**src/rtl/mssd_pkg.sv**
```systemverilog
// Shared types for the port byte packer: port id, byte width and the
// {port, byte} FIFO entry.
package mssd_pkg;

  localparam int BYTE_W    = 8;
  localparam int NUM_PORTS = 4;

  typedef logic [1:0] port_t;

  typedef struct packed {
    port_t             port;
    logic [BYTE_W-1:0] data;
  } entry_t;

  typedef enum logic {
    S_IDLE    = 1'b0,
    S_COLLECT = 1'b1
  } state_t;

endpackage

```
**src/rtl/byte_fifo.sv**
```systemverilog
// Synchronous {port, byte} FIFO with a registered head entry and full/empty
// flags. The caller only pushes when there is room or a pop happens on the same edge.
module byte_fifo
  import mssd_pkg::*;
#(
  parameter int DEPTH = 4
) (
  input  logic   clk,
  input  logic   rst,
  input  logic   push,
  input  entry_t push_entry,
  input  logic   pop,
  output logic   empty,
  output logic   full,
  output entry_t head
);

  localparam int AW = $clog2(DEPTH);
  localparam logic [AW:0] FULL_CNT = (AW+1)'(DEPTH);

  entry_t        mem [DEPTH];
  logic [AW-1:0] rd_ptr;
  logic [AW-1:0] wr_ptr;
  logic [AW:0]   count;
  logic [AW-1:0] rd_nxt;
  logic [AW:0]   count_nxt;
  logic          do_pop;
  entry_t        head_q;

  assign empty  = (count == '0);
  assign full   = (count == FULL_CNT);
  assign do_pop = pop && !empty;
  assign rd_nxt = do_pop ? rd_ptr + AW'(1) : rd_ptr;
  assign head   = head_q;

  always_comb begin
    count_nxt = count;
    case ({push, do_pop})
      2'b10:   count_nxt = count + (AW+1)'(1);
      2'b01:   count_nxt = count - (AW+1)'(1);
      default: count_nxt = count;
    endcase
  end

  always_ff @(posedge clk) begin
    if (push) mem[wr_ptr] <= push_entry;
  end

  // The head register looks ahead: a push landing in the slot that becomes
  // the head is forwarded directly, since mem is not yet written.
  always_ff @(posedge clk) begin
    if (rst) begin
      rd_ptr <= '0;
      wr_ptr <= '0;
      count  <= '0;
      head_q <= '0;
    end else begin
      rd_ptr <= rd_nxt;
      count  <= count_nxt;
      if (push) wr_ptr <= wr_ptr + AW'(1);
      if (count_nxt == '0)
        head_q <= '0;
      else if (push && (wr_ptr == rd_nxt))
        head_q <= push_entry;
      else
        head_q <= mem[rd_nxt];
    end
  end

endmodule

```
**src/rtl/port_byte_packer.sv**
```systemverilog
// Packs demuxed single-bit payloads into LSB-first bytes tagged with their port
// and queues them. Define BYTE_STATS_EN to add per-port pushed-byte counters.
//
// state     | meaning
// S_IDLE    | no byte in progress, bit counter is zero
// S_COLLECT | valid bits streaming, partial byte held in shreg/bit_cnt
module port_byte_packer
  import mssd_pkg::*;
#(
  parameter int FIFO_DEPTH = 4
) (
  input  logic        clk,
  input  logic        rst,
  input  logic        in_valid,
  input  logic [1:0]  in_pn,
  input  logic [3:0]  in_p,
  input  logic        in_error,
  output logic        out_valid,
  input  logic        out_ready,
  output logic [1:0]  out_port,
  output logic [7:0]  out_data,
  output logic        overflow,
  output logic        frag
`ifdef BYTE_STATS_EN
  ,
  output logic [15:0] byte_cnt0,
  output logic [15:0] byte_cnt1,
  output logic [15:0] byte_cnt2,
  output logic [15:0] byte_cnt3
`endif
);

  state_t            state;
  logic [2:0]        bit_cnt;
  logic [BYTE_W-2:0] shreg;
  port_t             cur_port;
  logic              overflow_q;
  logic              frag_q;

  logic   bit_in;
  logic   take;
  logic   restart;
  logic   [2:0] eff_cnt;
  logic   push_req;
  logic   push_ok;
  logic   pop;
  logic   fifo_empty;
  logic   fifo_full;
  entry_t push_entry;
  entry_t head;

  assign bit_in   = in_p[in_pn];
  assign take     = in_valid && !in_error;
  // A port switch mid-byte abandons the partial byte and restarts with this bit.
  assign restart  = (state == S_COLLECT) && (bit_cnt != 3'd0) && (in_pn != cur_port);
  assign eff_cnt  = restart ? 3'd0 : bit_cnt;
  assign push_req = take && (eff_cnt == 3'(BYTE_W-1));
  assign push_entry = '{port: in_pn, data: {bit_in, shreg}};

  assign pop     = !fifo_empty && out_ready;
  assign push_ok = push_req && (!fifo_full || pop);

  always_ff @(posedge clk) begin
    if (rst) begin
      state      <= S_IDLE;
      bit_cnt    <= '0;
      shreg      <= '0;
      cur_port   <= '0;
      overflow_q <= 1'b0;
      frag_q     <= 1'b0;
    end else begin
      frag_q <= 1'b0;
      if (push_req && !push_ok) overflow_q <= 1'b1;
      case (state)
        S_IDLE: begin
          if (take) begin
            state    <= S_COLLECT;
            shreg    <= {bit_in, shreg[BYTE_W-2:1]};
            bit_cnt  <= 3'd1;
            cur_port <= in_pn;
          end
        end
        S_COLLECT: begin
          if (!take) begin
            state   <= S_IDLE;
            bit_cnt <= '0;
            shreg   <= '0;
            frag_q  <= (bit_cnt != 3'd0);
          end else begin
            frag_q   <= restart;
            shreg    <= {bit_in, shreg[BYTE_W-2:1]};
            bit_cnt  <= eff_cnt + 3'd1;
            cur_port <= in_pn;
          end
        end
        default: state <= S_IDLE;
      endcase
    end
  end

  byte_fifo #(.DEPTH(FIFO_DEPTH)) u_fifo (
    .clk        (clk),
    .rst        (rst),
    .push       (push_ok),
    .push_entry (push_entry),
    .pop        (pop),
    .empty      (fifo_empty),
    .full       (fifo_full),
    .head       (head)
  );

  assign out_valid = !fifo_empty;
  assign out_port  = head.port;
  assign out_data  = head.data;
  assign overflow  = overflow_q;
  assign frag      = frag_q;

`ifdef BYTE_STATS_EN
  logic [15:0] stat_q [NUM_PORTS];

  always_ff @(posedge clk) begin
    if (rst) begin
      for (int i = 0; i < NUM_PORTS; i++) stat_q[i] <= '0;
    end else if (push_ok && (stat_q[push_entry.port] != 16'hFFFF)) begin
      stat_q[push_entry.port] <= stat_q[push_entry.port] + 16'd1;
    end
  end

  assign byte_cnt0 = stat_q[0];
  assign byte_cnt1 = stat_q[1];
  assign byte_cnt2 = stat_q[2];
  assign byte_cnt3 = stat_q[3];
`endif

endmodule

```
**config.mk**
```make
export PLATFORM = sky130hd
export DESIGN_NAME = port_byte_packer
export DESIGN_NICKNAME = d
export VERILOG_FILES = /design/src/rtl/mssd_pkg.sv /design/src/rtl/byte_fifo.sv /design/src/rtl/port_byte_packer.sv
export SDC_FILE = /design/constraint.sdc
export NUM_CORES = 1
export LEC_CHECK = 0
export ABC_AREA = 1
export CORE_UTILIZATION = 55
export DETAILED_ROUTE_END_ITERATION = 7
export GPL_ROUTABILITY_DRIVEN = 0
export PLACE_DENSITY = 0.76
export REMOVE_ABC_BUFFERS = 1
export SLEW_MARGIN = 40
export SYNTH_ARGS = -nofsm -noshare
export SYNTH_HDL_FRONTEND = slang
export SYNTH_SLANG_ARGS = --single-unit
export TNS_END_PERCENT = 30
```
**constraint.sdc**
```tcl
create_clock -name clk -period 10.7 [get_ports clk]
set_input_delay 3.21 -clock clk [delete_from_list [all_inputs] [get_ports clk]]
set_output_delay 3.21 -clock clk [all_outputs]
set_load 0.03 [all_outputs]
```
==> impl_metrics.toml <==
[status]
run_status = "finished, final reports clean"

[synthesis]
avgSynthCellArea_um2 = 9.203
leading_cell_types_by_count_after_synthesis = "71 x sky130_fd_sc_hd__nand2_1, 46 x sky130_fd_sc_hd__inv_1, 44 x sky130_fd_sc_hd__nor2_1"
ys_ff_latch = 72
synthDominantCellAreaShare = 0.3772
post-synth-top-count-cell = "sky130_fd_sc_hd__nand2_1"
async_flop_share = 0
ys_dominant_reg_cell = "sky130_fd_sc_hd__edfxtp_1"
synth_edf_count = 40
ys_warn_count = 0
syn_area_mm2 = 0.003184
post_synthesis_cells = 346
synth-seq-area-share = 0.5784
synthDominantAreaCellType = "sky130_fd_sc_hd__edfxtp_1"
yosys-top-cells-area = "sky130_fd_sc_hd__edfxtp_1 38%, sky130_fd_sc_hd__dfxtp_1 20%, sky130_fd_sc_hd__nand2_1 8.4%, sky130_fd_sc_hd__inv_1 5.4%, sky130_fd_sc_hd__nor2_1 5.2%"
netlist-cell-type-count = 32

[critical_path]
worst-endpoint-arrival_ns = 6.81
cp_cell_instances = "clkdlybuf4s50_1 -> xnor2_1 -> nand2_1 -> and2_1 -> nor2_1 -> ha_1 -> ha_1 -> inv_1 -> nor2_2 -> nand2_2 -> ha_1 -> inv_1 -> fa_1 -> nor2_1 -> a21oi_1 -> nand2_1 -> nor2_1 -> nor2_2 -> inv_1 -> a21oi_1"
worstSetupEndpointType = "flip-flop"
start_kind = "input port"
worst_path_max_delay_cell = "sky130_fd_sc_hd__clkdlybuf4s50_1"
timing.setup.critical_path_class = "in -> reg"
r2r_start = "state"
worst_path_dominant_cell_family = "simple AND/OR/NAND/NOR gates"
cp.required_ns = 10.97
path_depth = 20
worst-path-buf-inv = 4
timing.critical_path.fanout_max = 10
endpoint = "u_fifo.head[4]"
cpPeakStageDelay_ns = 0.64
r2r_end = "u_fifo.head[4]"
worst_r2r_setup_slack_ns = 7.26
critical_path.startpoint = "in_pn[0]"
r2r.worst_path.cells = 19

[clocking]
cts_tree = "done"
clock_path_buffers = 2
cts-resized-gates = 0
postCtsSetupRepairBufs = 0
root_buffer = "sky130_fd_sc_hd__clkbuf_8"
cts.reportedPaths.clkPinSlew_ns = 0.07
postCtsHoldBufs = 0
worst_skew_pair.late_latency_ns = 0.34
cts_made_buffers = 9
numClockSinks = 72
cts.htree.levels = 3

[final_layout]
utilization = 0.6529
number_of_diodes = 0
drive_gt1_frac = 0.07487
design.final.nets = 388
num-fill-cells = 460
final_cell_area_mm2 = 0.003617
syn2layout_area_growth_pct = 13.60

[power_and_ir_drop]
power.ir.vdd_worst_uv = 98.80
leakage_nw = 1.430
power-per-cell-area_mw_per_mm2 = 136.5

[global_routing]
antenna_found_initial = 0
grt_overflow = 0
grt_met2_use = 0.3982
globalRouteMet1Util = 0.3105
first_global_vias = 2236
globalRoute.busiestLayer = "met2"
grt_first_pass_wirelength_um = 10800
grt_use_total = 0.2401
groute.layer.met3.usage = 0.05116
largest_net_degree_at_the_start_of_global_routing = 31

[floorplan]
rows = 27
number_of_i_o_pins = 24
core_region_area_mm2 = 0.005540
die_area_mm2 = 0.006098
start_util = 0.5748
floorplan.die.width_um = 78.09
die_y_um = 78.09

[sta]
setup_violations = 0
fin_worst_skew_ns = 0.005926
fmax_ghz = 0.1530
final_max_slew_viol_count = 0
fin_crit_sh = 0.6107
timing_hold_violations_final = 0
tightestPinTransition_ns = 0.6872
layout_min_cycle_time_ns = 6.534
slew_headroom = 0.5414
fin_tns_setup_ns = 0
rsz0062_at_grt = "false"

[route]
route.antenna.remaining_nets = 0
drtPass1Iterations = 5
detailedRoute.firstIterationViolations = 190
vias_per_cell = 5.379
post_drt_wl_per_cell_um = 14.89
detailroute.via_count = 2399
wirelength_um = 6643
drcViolationCount = 0

[placement]
detailed_place_hpwl_um = 4220
placed_area_mm2 = 0.003447
place.port_buffers = 23

[hold_path]
hold_path.class = "reg -> reg"

[job]
maxCapViolCount = 0
## logic make-up after synthesis
logic type,after synthesis,synth area share
xor gates and xnor gates,4,0.01100
and+or+nand+nor,167,0.2373
adders and majority gates,8,0.03379
AOI/OAI and AO/OA,35,0.06051
buffers and inverters,60,0.07898
DFF,72,0.5784
## flip-flops by register name, indices dropped and copies added, names as in the netlist
register and count:
overflow 1, u_fifo.rd_ptr 2, bit_cnt 3, state 1, u_fifo.count 3, u_fifo.mem 40, shreg 7, frag 1
cur_port 2, u_fifo.head 10, u_fifo.wr_ptr 2
## per-layer routing
layer,up-vias,share of wire
met1,1134,0.45
li1,1175,-
met4,0,0.018
met3,12,0.042
met5,-,0
met2,78,0.49
## area by class of cell
class | instances | area, µm² | share of cell area
flip-flops and latches | 72 | 1842 | 0.5092
multi-input cells | 214 | 1101 | 0.3044
repair buffers | 23 | 230.2 | 0.06365
inverters | 49 | 183.9 | 0.05085
clock buffers | 15 | 166.4 | 0.04600
well taps | 72 | 90.09 | 0.02490
clock inverters | 1 | 3.754 | 0.001038
## metrics by stage
stage / setup WS [ns] / power [mW] / cells / hold WS [ns]
after CTS: 4.198 / 0.4962 / 446 / 0.4625
final: 4.166 / 0.4937 / 446 / 0.4614
after global placement: 4.060 / 0.3118 / 430 / 0.4529
after global routing: 3.896 / 0.5087 / 446 / 0.4863
after detailed placement: 3.888 / 0.3122 / 430 / 0.4526
after floorplan: 5.022 / 0.3046 / 335 / 0.4349
## report_power, final
part	internal (mW)	switching [mW]	total, mW
Sequential	0.291	0.00117	0.293
Clock	0.0966	0.0905	0.187
Combinational	0.00583	0.00815	0.0140
Total	0.394	0.0998	0.494
## layout by cell type, fill, tap and decap left out
master and instances:
sky130_fd_sc_hd__a21oi_1 10, sky130_fd_sc_hd__a21oi_2 1, sky130_fd_sc_hd__a31oi_1 2, sky130_fd_sc_hd__a32o_1 1, sky130_fd_sc_hd__and2_1 1, sky130_fd_sc_hd__clkbuf_1 4
sky130_fd_sc_hd__clkbuf_8 11, sky130_fd_sc_hd__clkdlybuf4s50_1 23, sky130_fd_sc_hd__clkinv_1 2, sky130_fd_sc_hd__dfxtp_1 32, sky130_fd_sc_hd__edfxtp_1 40, sky130_fd_sc_hd__fa_1 1
sky130_fd_sc_hd__ha_1 7, sky130_fd_sc_hd__inv_1 46, sky130_fd_sc_hd__inv_2 2, sky130_fd_sc_hd__nand2_1 71, sky130_fd_sc_hd__nand2_2 2, sky130_fd_sc_hd__nand2_4 4
sky130_fd_sc_hd__nand3_1 27, sky130_fd_sc_hd__nand3b_1 4, sky130_fd_sc_hd__nand4_1 10, sky130_fd_sc_hd__nor2_1 40, sky130_fd_sc_hd__nor2_2 6, sky130_fd_sc_hd__nor2_4 1
sky130_fd_sc_hd__o211ai_1 1, sky130_fd_sc_hd__o21ai_0 11, sky130_fd_sc_hd__o21ai_1 8, sky130_fd_sc_hd__o32ai_1 1, sky130_fd_sc_hd__or2_4 1, sky130_fd_sc_hd__xnor2_1 3
sky130_fd_sc_hd__xor2_1 1
## tightest hold or removal path, stage by stage (launching register included)
cell	delay, ns
sky130_fd_sc_hd__dfxtp_1	0.31
sky130_fd_sc_hd__nand2_1	0.06
sky130_fd_sc_hd__a21oi_1	0.05
## worst min path at each step
| stage | startpoint | endpoint | slack, ns | cells past startpoint |
|---|---|---|---|---|
| 6_report | bit_cnt[2] | bit_cnt[2] | 0.46 | 2 |
| 5_1_grt | bit_cnt[1] | bit_cnt[1] | 0.49 | 2 |
| 4_1_cts | bit_cnt[2] | bit_cnt[2] | 0.46 | 2 |
| 3_5_place_dp | bit_cnt[2] | bit_cnt[2] | 0.45 | 2 |
| 3_3_place_gp | bit_cnt[2] | bit_cnt[2] | 0.45 | 2 |
| 2_1_floorplan | bit_cnt[1] | bit_cnt[1] | 0.43 | 2 |
(Power assumes the default switching activity.)
